## src/rtl/multicycle_control_fsm_if.sv

```systemverilog
// Control bundle between the multi-cycle sequencer (master) and the datapath (slave).
// The master samples instruction/status inputs and drives mux selects and strobes.
interface multicycle_control_fsm_if;
    logic [6:0] opcode;
    logic       bcond;
    logic       halt_req;
    logic       mem_ready;
    logic       pc_write;
    logic       pc_source;
    logic       i_or_d;
    logic       mem_read;
    logic       mem_write;
    logic       ir_write;
    logic       alu_src_a;
    logic [1:0] alu_src_b;
    logic       alu_ctrl_op;
    logic       reg_write;
    logic [1:0] wb_sel;
    logic       inst_retire;
    logic       is_halted;
    logic       mem_error;

    modport master (
        input  opcode, bcond, halt_req, mem_ready,
        output pc_write, pc_source, i_or_d, mem_read, mem_write, ir_write,
               alu_src_a, alu_src_b, alu_ctrl_op, reg_write, wb_sel,
               inst_retire, is_halted, mem_error
    );

    modport slave (
        output opcode, bcond, halt_req, mem_ready,
        input  pc_write, pc_source, i_or_d, mem_read, mem_write, ir_write,
               alu_src_a, alu_src_b, alu_ctrl_op, reg_write, wb_sel,
               inst_retire, is_halted, mem_error
    );
endinterface

```

## src/rtl/multicycle_control_fsm.sv

```systemverilog
// Multi-cycle RV32I sequencer: IF/ID/EX/MEM/WB/PC4/HALT with a bounded memory-wait counter.
// Strobes are decoded from the current state so memory handshakes complete in the ready cycle.
module multicycle_control_fsm #(
    parameter int MEM_WAIT_MAX = 255,
    parameter int CNT_W        = 8
) (
    input  logic                     clk,
    input  logic                     reset,
    multicycle_control_fsm_if.master bus
);
    typedef enum logic [2:0] {
        S_IF   = 3'd0,
        S_ID   = 3'd1,
        S_EX   = 3'd2,
        S_MEM  = 3'd3,
        S_WB   = 3'd4,
        S_PC4  = 3'd5,
        S_HALT = 3'd6
    } state_e;

    localparam logic [6:0] OP_R     = 7'b0110011;
    localparam logic [6:0] OP_I     = 7'b0010011;
    localparam logic [6:0] OP_LOAD  = 7'b0000011;
    localparam logic [6:0] OP_STORE = 7'b0100011;
    localparam logic [6:0] OP_BR    = 7'b1100011;
    localparam logic [6:0] OP_JAL   = 7'b1101111;
    localparam logic [6:0] OP_JALR  = 7'b1100111;
    localparam logic [6:0] OP_ECALL = 7'b1110011;
    localparam logic [CNT_W-1:0] WAIT_MAX = CNT_W'(MEM_WAIT_MAX);

    state_e           state_q, state_d;
    logic [CNT_W-1:0] cnt_q, cnt_d;
    logic             is_halted_q;
    logic             mem_error_q, mem_error_d;
    logic             waiting_s;
    logic             pc_write_s, pc_source_s, i_or_d_s, mem_read_s, mem_write_s, ir_write_s;
    logic             alu_src_a_s, alu_ctrl_op_s, reg_write_s, inst_retire_s;
    logic [1:0]       alu_src_b_s, wb_sel_s;

    // Next-state, wait-counter and strobe decode.
    always_comb begin
        state_d       = state_q;
        mem_error_d   = mem_error_q;
        waiting_s     = 1'b0;
        pc_write_s    = 1'b0;
        pc_source_s   = 1'b0;
        i_or_d_s      = 1'b0;
        mem_read_s    = 1'b0;
        mem_write_s   = 1'b0;
        ir_write_s    = 1'b0;
        alu_src_a_s   = 1'b0;
        alu_src_b_s   = 2'd0;
        alu_ctrl_op_s = 1'b0;
        reg_write_s   = 1'b0;
        wb_sel_s      = 2'd0;
        inst_retire_s = 1'b0;
        case (state_q)
            S_IF: begin
                mem_read_s = 1'b1;
                if (bus.mem_ready) begin
                    ir_write_s = 1'b1;
                    state_d    = S_ID;
                end else begin
                    waiting_s = 1'b1;
                end
            end
            S_ID: begin
                alu_src_b_s = 2'd2;
                case (bus.opcode)
                    OP_ECALL: state_d = bus.halt_req ? S_HALT : S_PC4;
                    OP_R, OP_I, OP_LOAD, OP_STORE,
                    OP_BR, OP_JAL, OP_JALR: state_d = S_EX;
                    default:  state_d = S_PC4;
                endcase
            end
            S_EX: begin
                case (bus.opcode)
                    OP_R: begin
                        alu_src_a_s = 1'b1; alu_ctrl_op_s = 1'b1; state_d = S_WB;
                    end
                    OP_I: begin
                        alu_src_a_s = 1'b1; alu_src_b_s = 2'd2; alu_ctrl_op_s = 1'b1; state_d = S_WB;
                    end
                    OP_LOAD, OP_STORE: begin
                        alu_src_a_s = 1'b1; alu_src_b_s = 2'd2; state_d = S_MEM;
                    end
                    OP_BR: begin
                        alu_src_a_s = 1'b1; alu_ctrl_op_s = 1'b1;
                        if (bus.bcond) begin
                            pc_write_s = 1'b1; pc_source_s = 1'b1; inst_retire_s = 1'b1; state_d = S_IF;
                        end else begin
                            state_d = S_PC4;
                        end
                    end
                    // rd <= PC+4 through the ALU while PC takes the ID-stage target from ALUOut.
                    OP_JAL: begin
                        alu_src_b_s = 2'd1; reg_write_s = 1'b1; wb_sel_s = 2'd2;
                        pc_write_s = 1'b1; pc_source_s = 1'b1; inst_retire_s = 1'b1; state_d = S_IF;
                    end
                    OP_JALR: begin
                        alu_src_a_s = 1'b1; alu_src_b_s = 2'd2; state_d = S_WB;
                    end
                    default: state_d = S_HALT;
                endcase
            end
            S_MEM: begin
                i_or_d_s    = 1'b1;
                mem_read_s  = (bus.opcode == OP_LOAD);
                mem_write_s = (bus.opcode == OP_STORE);
                if (bus.mem_ready) begin
                    state_d = (bus.opcode == OP_LOAD) ? S_WB : S_PC4;
                end else begin
                    waiting_s = 1'b1;
                end
            end
            S_WB: begin
                case (bus.opcode)
                    OP_R, OP_I: begin
                        reg_write_s = 1'b1; state_d = S_PC4;
                    end
                    OP_LOAD: begin
                        reg_write_s = 1'b1; wb_sel_s = 2'd1; state_d = S_PC4;
                    end
                    OP_JALR: begin
                        alu_src_b_s = 2'd1; reg_write_s = 1'b1; wb_sel_s = 2'd2;
                        pc_write_s = 1'b1; pc_source_s = 1'b1; inst_retire_s = 1'b1; state_d = S_IF;
                    end
                    default: state_d = S_HALT;
                endcase
            end
            S_PC4: begin
                alu_src_b_s = 2'd1; pc_write_s = 1'b1; inst_retire_s = 1'b1; state_d = S_IF;
            end
            S_HALT:  state_d = S_HALT;
            default: state_d = S_HALT;
        endcase
        // A ready on the limit cycle has already moved state_d on, so it never times out.
        if (waiting_s && (cnt_q == WAIT_MAX)) begin
            state_d     = S_HALT;
            mem_error_d = 1'b1;
        end else begin
            mem_error_d = mem_error_q;
        end
        if (state_d != state_q) begin
            cnt_d = {CNT_W{1'b0}};
        end else if (waiting_s) begin
            cnt_d = cnt_q + CNT_W'(1);
        end else begin
            cnt_d = cnt_q;
        end
    end

    // State, wait counter and sticky status flags.
    always_ff @(posedge clk) begin
        if (!reset) begin
            state_q     <= S_IF;
            cnt_q       <= {CNT_W{1'b0}};
            is_halted_q <= 1'b0;
            mem_error_q <= 1'b0;
        end else begin
            state_q     <= state_d;
            cnt_q       <= cnt_d;
            is_halted_q <= (state_d == S_HALT);
            mem_error_q <= mem_error_d;
        end
    end

    assign bus.pc_write    = reset & pc_write_s;
    assign bus.pc_source   = reset & pc_source_s;
    assign bus.i_or_d      = reset & i_or_d_s;
    assign bus.mem_read    = reset & mem_read_s;
    assign bus.mem_write   = reset & mem_write_s;
    assign bus.ir_write    = reset & ir_write_s;
    assign bus.alu_src_a   = reset & alu_src_a_s;
    assign bus.alu_src_b   = reset ? alu_src_b_s : 2'd0;
    assign bus.alu_ctrl_op = reset & alu_ctrl_op_s;
    assign bus.reg_write   = reset & reg_write_s;
    assign bus.wb_sel      = reset ? wb_sel_s : 2'd0;
    assign bus.inst_retire = reset & inst_retire_s;
    assign bus.is_halted   = is_halted_q;
    assign bus.mem_error   = mem_error_q;
endmodule

```

## src/flat_wrapper.sv

```systemverilog
// flat-port wrapper written by rule: the top's interface ports become plain ports
module multicycle_control_fsm_flat 
#(
    parameter int MEM_WAIT_MAX = 255,
    parameter int CNT_W        = 8
)
  (clk, reset, bus_opcode, bus_bcond, bus_halt_req, bus_mem_ready, bus_pc_write, bus_pc_source, bus_i_or_d, bus_mem_read, bus_mem_write, bus_ir_write, bus_alu_src_a, bus_alu_src_b, bus_alu_ctrl_op, bus_reg_write, bus_wb_sel, bus_inst_retire, bus_is_halted, bus_mem_error);
  multicycle_control_fsm_if bus_i ();
  input  logic clk;
  input  logic reset;
  input wire logic [$bits(bus_i.opcode)-1:0] bus_opcode;
  input wire logic [$bits(bus_i.bcond)-1:0] bus_bcond;
  input wire logic [$bits(bus_i.halt_req)-1:0] bus_halt_req;
  input wire logic [$bits(bus_i.mem_ready)-1:0] bus_mem_ready;
  output wire logic [$bits(bus_i.pc_write)-1:0] bus_pc_write;
  output wire logic [$bits(bus_i.pc_source)-1:0] bus_pc_source;
  output wire logic [$bits(bus_i.i_or_d)-1:0] bus_i_or_d;
  output wire logic [$bits(bus_i.mem_read)-1:0] bus_mem_read;
  output wire logic [$bits(bus_i.mem_write)-1:0] bus_mem_write;
  output wire logic [$bits(bus_i.ir_write)-1:0] bus_ir_write;
  output wire logic [$bits(bus_i.alu_src_a)-1:0] bus_alu_src_a;
  output wire logic [$bits(bus_i.alu_src_b)-1:0] bus_alu_src_b;
  output wire logic [$bits(bus_i.alu_ctrl_op)-1:0] bus_alu_ctrl_op;
  output wire logic [$bits(bus_i.reg_write)-1:0] bus_reg_write;
  output wire logic [$bits(bus_i.wb_sel)-1:0] bus_wb_sel;
  output wire logic [$bits(bus_i.inst_retire)-1:0] bus_inst_retire;
  output wire logic [$bits(bus_i.is_halted)-1:0] bus_is_halted;
  output wire logic [$bits(bus_i.mem_error)-1:0] bus_mem_error;
  assign bus_i.opcode = bus_opcode;
  assign bus_i.bcond = bus_bcond;
  assign bus_i.halt_req = bus_halt_req;
  assign bus_i.mem_ready = bus_mem_ready;
  assign bus_pc_write = bus_i.pc_write;
  assign bus_pc_source = bus_i.pc_source;
  assign bus_i_or_d = bus_i.i_or_d;
  assign bus_mem_read = bus_i.mem_read;
  assign bus_mem_write = bus_i.mem_write;
  assign bus_ir_write = bus_i.ir_write;
  assign bus_alu_src_a = bus_i.alu_src_a;
  assign bus_alu_src_b = bus_i.alu_src_b;
  assign bus_alu_ctrl_op = bus_i.alu_ctrl_op;
  assign bus_reg_write = bus_i.reg_write;
  assign bus_wb_sel = bus_i.wb_sel;
  assign bus_inst_retire = bus_i.inst_retire;
  assign bus_is_halted = bus_i.is_halted;
  assign bus_mem_error = bus_i.mem_error;
  multicycle_control_fsm #(.MEM_WAIT_MAX(MEM_WAIT_MAX), .CNT_W(CNT_W)) u_core (.clk(clk), .reset(reset), .bus(bus_i));
endmodule
```

## config.mk

```make
export PLATFORM = sky130hd
export DESIGN_NAME = multicycle_control_fsm_flat
export DESIGN_NICKNAME = d
export VERILOG_FILES = /design/src/rtl/multicycle_control_fsm_if.sv /design/src/rtl/multicycle_control_fsm.sv /design/src/flat_wrapper.sv
export SDC_FILE = /design/constraint.sdc
export NUM_CORES = 1
export LEC_CHECK = 0
export CAP_MARGIN = 0
export CELL_PAD_IN_SITES_DETAIL_PLACEMENT = 1
export CELL_PAD_IN_SITES_GLOBAL_PLACEMENT = 1
export CORE_UTILIZATION = 41
export DETAILED_ROUTE_END_ITERATION = 8
export PLACE_DENSITY = 0.83
export SLEW_MARGIN = 25
export SYNTH_ARGS = -nofsm -noshare
export SYNTH_HDL_FRONTEND = slang
export SYNTH_SLANG_ARGS = --single-unit
```

## constraint.sdc

```tcl
create_clock -name clk -period 4.4 [get_ports clk]
set_input_delay 1.1 -clock clk [delete_from_list [all_inputs] [get_ports clk]]
set_output_delay 1.1 -clock clk [all_outputs]
set_load 0.01 [all_outputs]
```

Word-level counts from Yosys, hierarchy flattened

Index checks and enable logic that the tools add are counted.
Widths: inputs -> output; s select.

Add/sub/neg operators: 1
Multipliers: 0
Divide/modulo/power cells: 0
Magnitude comparators: 0
Eq/ne operators: 16
Shifts and indexed selects: 0
Multiplexer cells: 37
Bitwise operators: 10
Reductions and logical operators: 12

Operators by type and width:

| cell                | number |
|---|---|
| $eq 7x7->1 const B  | 4 |
| $pmux 3 s6          | 1 |
| $mux 1              | 16 |
| $eq 7x6->1 const B  | 2 |
| $mux 3              | 4 |
| $pmux 2 s2          | 3 |
| $pmux 3 s2          | 2 |
| $pmux 3 s4          | 1 |
| $and 1x1->1         | 9 |
| $eq 3x3->1 const B  | 3 |
| $reduce_or 3->1     | 3 |
| $add 8x1->8 const B | 1 |
| $eq 8x8->1 const B  | 1 |
| $mux 2              | 4 |
| $pmux 1 s2          | 4 |
| $pmux 2 s4          | 1 |
| $reduce_or 4->1     | 2 |
| $eq 7x2->1 const B  | 1 |
| $eq 7x5->1 const B  | 1 |
| $reduce_or 7->1     | 1 |
| $eq 3x2->1 const B  | 2 |
| $reduce_or 2->1     | 3 |
| $reduce_or 6->1     | 1 |
| $eq 3x1->1 const B  | 1 |
| other kinds (5)     | 5 |

Flip-flop bits (word level): 13
Bits in latches: 0
RAM bits: 0
ROM bits: 0
Input bits: 12
Output and inout port bits: 16
Logic and storage cells: 80
Memories: 0

Depth between registers and ports, before layout

Gate-level depths: netlist (run 1).

Depth after elaboration: 7
Mapped depth: 7
Depth with buffers taken out: 7

Worst setup path before layout (run 1)

No wires, ideal clock.

Kind: input to output
Start: input port bus_opcode[4]
End: output port bus_pc_write
Arrival time: 2.182 ns
Required time: 3.300 ns
Path slack: 1.118 ns
Stages on the path: 7
Buffers on the path: 2
Path through: buf_6 > nand3b_4 > nor3_4 > nor2_1 > o21ai_0 > o21a_1 > buf_4

Longest elaborated chain between the ends: 4
Elaborated cells on any way between the ends: 7
Classes of those cells: eq/ne (3); mux (3); bitwise (1)

RTL lines:

| item                                 | RTL line           | source |
|---|---|---|
| from (decl)                          | flat_wrapper.sv:11 | `input wire logic [$bits(bus_i.opcode)-1:0] bus_opcode;` |
| $eq 7x7->1, on equally long branches | -                  |  |
| $pmux 1 s2 or $mux 1 (tied branches) | -                  |  |
| $pmux 1 s3 *                         | -                  |  |
| $and 1x1->1 *                        | -                  |  |
| to (decl)                            | flat_wrapper.sv:15 | `output wire logic [$bits(bus_i.pc_write)-1:0] bus_pc_write;` |

Every way passes the cells marked *; elsewhere a longest branch is shown, timed or not.

Worst setup path after layout (run 1)

Start: input port bus_opcode[1]
End: output port bus_wb_sel[1]

Longest elaborated chain between the ends: 4
Elaborated cells on any way between the ends: 7
Classes of those cells: eq/ne (3); mux (4)

RTL lines:

| item                                 | RTL line                                                    | source |
|---|---|---|
| $eq 7x7->1 (tied with other cells)   | multicycle_control_fsm.sv:117                               | `case (bus.opcode)` |
| $pmux 2 s2 or $mux 2 (tied branches) | multicycle_control_fsm.sv:117, multicycle_control_fsm.sv:77 |  |
| $pmux 2 s2 *                         | multicycle_control_fsm.sv:57                                | `case (state_q)` |
| $mux 2 *                             | multicycle_control_fsm.sv:178                               | `assign bus.wb_sel = reset ? wb_sel_s : 2'd0;` |
| to (decl)                            | flat_wrapper.sv:25                                          | `output wire logic [$bits(bus_i.wb_sel)-1:0] bus_wb_sel;` |

Marks and branches as above.

==> flow_metrics.env, run 1 <==
export IMPL_syn_inst=158
export IMPL_grt_pass1_vias=1326
export IMPL_fp_dieH_um=59.0
export IMPL_grt_pass1_wl_um=6300
export IMPL_route_detailed_drc=0
export IMPL_fmax_mhz=237
export IMPL_yosysTopAreaCell="dfxtp_1"
export IMPL_clk_latency_ps=280
export IMPL_switchingPower_uw=383
export IMPL_ir_drop_mv=0.351
export IMPL_viasPerCell=5.84
export IMPL_synth_common_cells="dfxtp_1, nor2_1, nand2_1, nor3_1, o2111ai_1"
export IMPL_tritoncts="yes"
export IMPL_wl_per_cell_um=16.8
export IMPL_synth_area_um2=1330
export IMPL_period_minus_slack_ps=4220
export IMPL_num_vias=1344
export IMPL_synthArstFlopShare_pct=0
export IMPL_netlist_area_leader_share_pct=19.5
export IMPL_n_antenna_cell=0
export IMPL_criticalPathCategory="in -> out"
export IMPL_ioPinCount=28
export IMPL_p_int_uw=362
export IMPL_final_layout_size_suffix_gt1_share_pct=17.2
export IMPL_post_cts_setup_buffer_count=0
export IMPL_gp_congestion=0.826
export IMPL_coreArea_um2=3080
export IMPL_rr_startpoint="u_core.state_q[0]"
export IMPL_drt_first_pass_iters=4
export IMPL_cellLeakagePower_nw=0.616
export IMPL_grt_start_max_net_pins=23
export IMPL_antenna_found_initial=0
export IMPL_critPathLaunchType="primary input"
export IMPL_fin_tns_setup_ps=0
export IMPL_synth_cell_type_count=56
export IMPL_first_iter_violations=45
export IMPL_holdCritPathClass="reg -> reg"
export IMPL_synth_yosys_warnings=0
export IMPL_htreeDepth=1
export IMPL_synthFlopType="dfxtp_1"
export IMPL_gr_total_overflow=0
export IMPL_fp_dieW_um=59.0
export IMPL_ant_nets=0
export IMPL_dieArea_um2=3490
export IMPL_cts_sinks=13
export IMPL_combinationalPowerShare_pct=64.2
export IMPL_multi_input_area_um2=976
export IMPL_worstPathMaxFanout=5
export IMPL_ys_seq_area_share_pct=19.5
export IMPL_wl_met3_um=166
export IMPL_setup_violations=0
export IMPL_initial_core_util_pct=43.3
export IMPL_fin_worst_skew_ps=3.63
export IMPL_fill_cells=390
export IMPL_final_hold_violation_count=0
export IMPL_root_buffer="clkbuf_4"
export IMPL_p_sw_share_pct=51.4
export IMPL_grt_usage_pct=23.8
export IMPL_p_per_area_nw_per_um2=446
export IMPL_num_rows=20
export IMPL_post_route_util_pct=54.3
export IMPL_routed_wl_um=3860
export IMPL_met2_length_um=1910
export IMPL_worst_slew_pin_slew_ps=758
export IMPL_cts_inserted_buffers=3
export IMPL_slew_viol_final=0
export IMPL_finalCritPeriodShare_pct=95.9
export IMPL_maxSlewHeadroom_pct=48.0
export IMPL_synth_edf_count=0
export IMPL_maxUsedRoutingLayer="met4"
export IMPL_clk_pin_slew_worst_paths_ps=80
export IMPL_wl_met1_um=1770
export IMPL_synth_seq_cells=13
export IMPL_numPortBuffers=27
export IMPL_maxCapViolCount=0
export IMPL_final_seq_area_um2=260
export IMPL_hpwl_um=3050
export IMPL_crit_arrival_ps=3120
export IMPL_required_ps=3300
export IMPL_area_growth_pct=25.2
export IMPL_power_uw=745
export IMPL_rsz0062_at_grt="false"
export IMPL_clkPwrFrac_pct=9.9
export IMPL_fin_nets=200
export IMPL_status="complete, no violations"
export IMPL_clockBufferDepth=2
export IMPL_whs_ps=484
export IMPL_hp_start="u_core.bus.mem_error"
export IMPL_synthTopCellsByArea="dfxtp_1, o2111ai_1, xnor2_1"
export IMPL_cp_startpoint="bus_opcode[1]"
export IMPL_synth_nets=171
export IMPL_power_frac_seq_pct=25.9
export IMPL_end_kind="output pin"
export IMPL_syn_area_per_cell_um2=8.44
-- critical path: stages --
cell	delay, ps
clkdlybuf4s50_1	530
nand3_1	210
or2_2	390
nor2_1	180
and2_1	160
clkdlybuf4s50_1	540
-- cells by family after synthesis --
group	Yosys count	synth area share, %
AO/OA/AOI/OAI	42	27.1
XOR/XNOR	9	5.91
adder cells (fa/ha/maj)	1	0.938
buffers and inverters	17	7.32
flip-flops	13	19.5
multiplexers	4	4.03
AND/OR/NAND/NOR	72	35.2
-- metal layers --
metal | vias up | global-route usage, %
li1 | 642 | -
met1 | 661 | 32.1
met2 | 39 | 41.2
met3 | 2 | 3.49
met4 | 0 | 2.72
met5 | - | 0
-- final cells by class --
| class | count | share of cell area, % |
|---|---|---|
| clock buffers | 3 | 1.35 |
| flip-flops and latches | 13 | 15.6 |
| clock inverters | 1 | 0.300 |
| inverters | 7 | 1.57 |
| multi-input cells | 128 | 58.4 |
| well taps | 44 | 3.30 |
| repair buffers | 34 | 19.5 |
-- repair_timing --
| action | 4_1_cts | 5_1_grt |
|---|---|---|
| endpoints found under the hold margin | 0 | 0 |
| resized for setup | 0 | 1 |
| hold buffers | 0 | 0 |
| setup endpoints to repair | 0 | 3 |
-- power groups by stage --
stage               Combinational [mW]  Sequential (mW)  Clock (mW)
floorplan                        0.396            0.152           0
global placement                 0.454            0.192           0
detailed placement               0.478            0.195           0
CTS                              0.479            0.192      0.0780
global route                     0.511            0.197      0.0839
finish                           0.478            0.193      0.0741
-- state kept, by name, indices dropped and copies added (netlist names) --
register              flops
u_core.state_q            3
u_core.bus.is_halted      1
u_core.bus.mem_error      1
u_core.cnt_q              8
-- metrics by stage --
step	setup WS, ps	instances	cell area [um2]
finish	182	230	1670
global route	106	230	1670
CTS	91.4	230	1670
detailed placement	98.0	226	1640
global placement	189	226	1640
floorplan	1120	158	1330
-- cell usage in the layout, fill, tap and decap left out, types with 4 or more instances in the layout --
| cell | instances |
|---|---|
| o2111ai_1 | 7 |
| nand2_1 | 9 |
| nor2_1 | 13 |
| nand2b_1 | 5 |
| buf_4 | 7 |
| and2_1 | 4 |
| xnor2_1 | 6 |
| o21a_1 | 6 |
| nor3_1 | 9 |
| a21oi_1 | 6 |
| inv_1 | 6 |
| dfxtp_1 | 13 |
| nand3_1 | 6 |
| clkdlybuf4s50_1 | 26 |
-- path summary, 6_finish.rpt --
kind | slack [ps] | cells past startpoint | endpoint
setup reg to reg | 1880 | 5 | u_core.cnt_q[2]
hold reg to reg | 480 | 1 | u_core.bus.mem_error
hold / removal | 480 | 1 | u_core.bus.mem_error
setup / recovery | 180 | 6 | bus_wb_sel[1]
(Power assumes the default switching activity.)
==> run 2: changes to the inputs <==
Settings changed: RECOVER_POWER set to 50.
==> run 2 against run 1 <==
Compared with the run above: non-clock buffer count is the same; utilization shrank 1.7 points; clock skew shrank 0.88 ps; critical endpoint is now bus_alu_src_b[1].
==> flow_metrics.env, run 2 (synthesis gave the netlist of run 1 again) <==
export IMPL_status="complete, no violations"
export IMPL_final_hold_violation_count=0
export IMPL_p_sw_share_pct=52.2
export IMPL_final_area_um2=1620
export IMPL_clockBufferDepth=2
export IMPL_fmax_mhz=236
export IMPL_cts_hold_buffers=0
export IMPL_power_uw=709
export IMPL_criticalPathCategory="in -> out"
export IMPL_holdCritPathClass="reg -> reg"
export IMPL_htreeDepth=1
export IMPL_viasPerCell=5.85
export IMPL_maxCapViolCount=0
export IMPL_hpwl_um=3050
export IMPL_grt_pass1_wl_um=6300
export IMPL_antenna_found_initial=0
export IMPL_fin_tns_setup_ps=0
export IMPL_grt_pass1_vias=1326
export IMPL_wl_per_cell_um=16.9
export IMPL_fin_worst_skew_ps=2.75
export IMPL_cts_inserted_buffers=3
export IMPL_p_per_area_nw_per_um2=439
export IMPL_required_ps=3300
export IMPL_num_vias=1345
export IMPL_area_growth_pct=21.2
export IMPL_maxSlewHeadroom_pct=45.2
export IMPL_fp_dieW_um=59.0
export IMPL_combinationalPowerShare_pct=62.3
export IMPL_n_antenna_cell=0
export IMPL_critPathLaunchType="primary input"
export IMPL_grt_start_max_net_pins=23
export IMPL_largest_register_ffs=8
export IMPL_end_kind="output pin"
export IMPL_worst_slew_pin_slew_ps=818
export IMPL_clk_pin_slew_worst_paths_ps=80
export IMPL_cellLeakagePower_nw=0.604
export IMPL_root_buffer="clkbuf_4"
export IMPL_fin_nets=200
export IMPL_fin_cells=230
export IMPL_p_int_uw=339
export IMPL_power_frac_seq_pct=27.2
export IMPL_dieArea_um2=3490
export IMPL_tritoncts="yes"
export IMPL_gr_total_overflow=0
export IMPL_finalCritPeriodShare_pct=96.2
export IMPL_setup_violations=0
export IMPL_clk_latency_ps=280
export IMPL_largest_registers="u_core.cnt_q: 8 flops, u_core.state_q: 3 flops"
export IMPL_place_inst=226
export IMPL_final_layout_size_suffix_gt1_share_pct=14.0
export IMPL_slew_viol_final=0
export IMPL_top_register="u_core.cnt_q"
export IMPL_initial_core_util_pct=43.3
export IMPL_grt_usage_pct=23.8
export IMPL_mostFrequentLayoutCells="clkdlybuf4s50_1, nor2_1, dfxtp_1, nor3_1, nand2_1"
export IMPL_gp_congestion=0.826
export IMPL_layout_commonest_cell="clkdlybuf4s50_1"
export IMPL_ioPinCount=28
export IMPL_coreArea_um2=3080
export IMPL_post_dp_cell_area_um2=1640
export IMPL_num_rows=20
export IMPL_ant_nets=0
export IMPL_worstPathMaxFanout=4
export IMPL_multi_input_area_um2=926
export IMPL_first_iter_violations=50
export IMPL_rsz0062_at_grt="false"
export IMPL_route_detailed_drc=0
export IMPL_fp_dieH_um=59.0
export IMPL_fill_cells=395
export IMPL_cts_sinks=13
export IMPL_drt_first_pass_iters=5
export IMPL_clkPwrFrac_pct=10.5
export IMPL_crit_arrival_ps=3130
export IMPL_routed_wl_um=3900
export IMPL_final_seq_area_um2=260
export IMPL_period_minus_slack_ps=4230
export IMPL_switchingPower_uw=370
export IMPL_numPortBuffers=27
export IMPL_ir_drop_mv=0.352
run 2: routing by layer:
| metal | share of wire, % | wire length [um] | vias to the layer above | global-route usage, % |
|---|---|---|---|---|
| li1 | - | - | 643 | - |
| met1 | 46 | 1790 | 661 | 32.1 |
| met2 | 49 | 1920 | 39 | 41.2 |
| met3 | 4.6 | 178 | 2 | 3.49 |
| met4 | 0.31 | 12 | 0 | 2.72 |
| met5 | 0 | 0 | - | 0 |
run 2: timing repair:
action                                  4_1_cts  5_1_grt
endpoints found under the setup margin        0        3
buffers inserted                              0        0
resized for setup                             0        1
run 2: path summary, 6_finish.rpt:
path                   startpoint              endpoint  slack (ps)  cells after the start
min reg2reg  u_core.bus.mem_error  u_core.bus.mem_error         480                      1
min          u_core.bus.mem_error  u_core.bus.mem_error         480                      1
max reg2reg     u_core.state_q[0]       u_core.cnt_q[7]        1610                      6
max                 bus_opcode[1]      bus_alu_src_b[1]         170                      7
run 2: cell type report:
type / instances / area share (%)
clock buffer: 3 / 1.39
clock inverter: 1 / 0.310
inverter: 7 / 1.63
multi-input combinational: 128 / 57.3
sequential: 13 / 16.1
tap: 44 / 3.41
timing repair buffer: 34 / 19.9
run 2: worst max-delay path, stage by stage:
cell	delay, ps
clkdlybuf4s50_1	530
nand3_1	180
nor3_1	270
clkbuf_1	240
o21a_1	170
o21a_1	100
clkdlybuf4s50_1	530
run 2: power groups by stage:
stage	clock, mW	sequential, mW	combinational, mW
after floorplan	0	0.152	0.396
final	0.0742	0.193	0.442
after CTS	0.0780	0.192	0.479
after global placement	0	0.192	0.454
after detailed placement	0	0.195	0.478
after global routing	0.0839	0.197	0.472
run 2: metrics by stage:
step | hold WS [ps] | setup slack, ps | utilization (%)
after global placement | 451 | 189 | 53.3
after detailed placement | 464 | 98.0 | 53.3
after CTS | 490 | 91.4 | 54.2
after global routing | 496 | 72.9 | 52.5
after floorplan | 509 | 1120 | -
final | 478 | 168 | 52.5
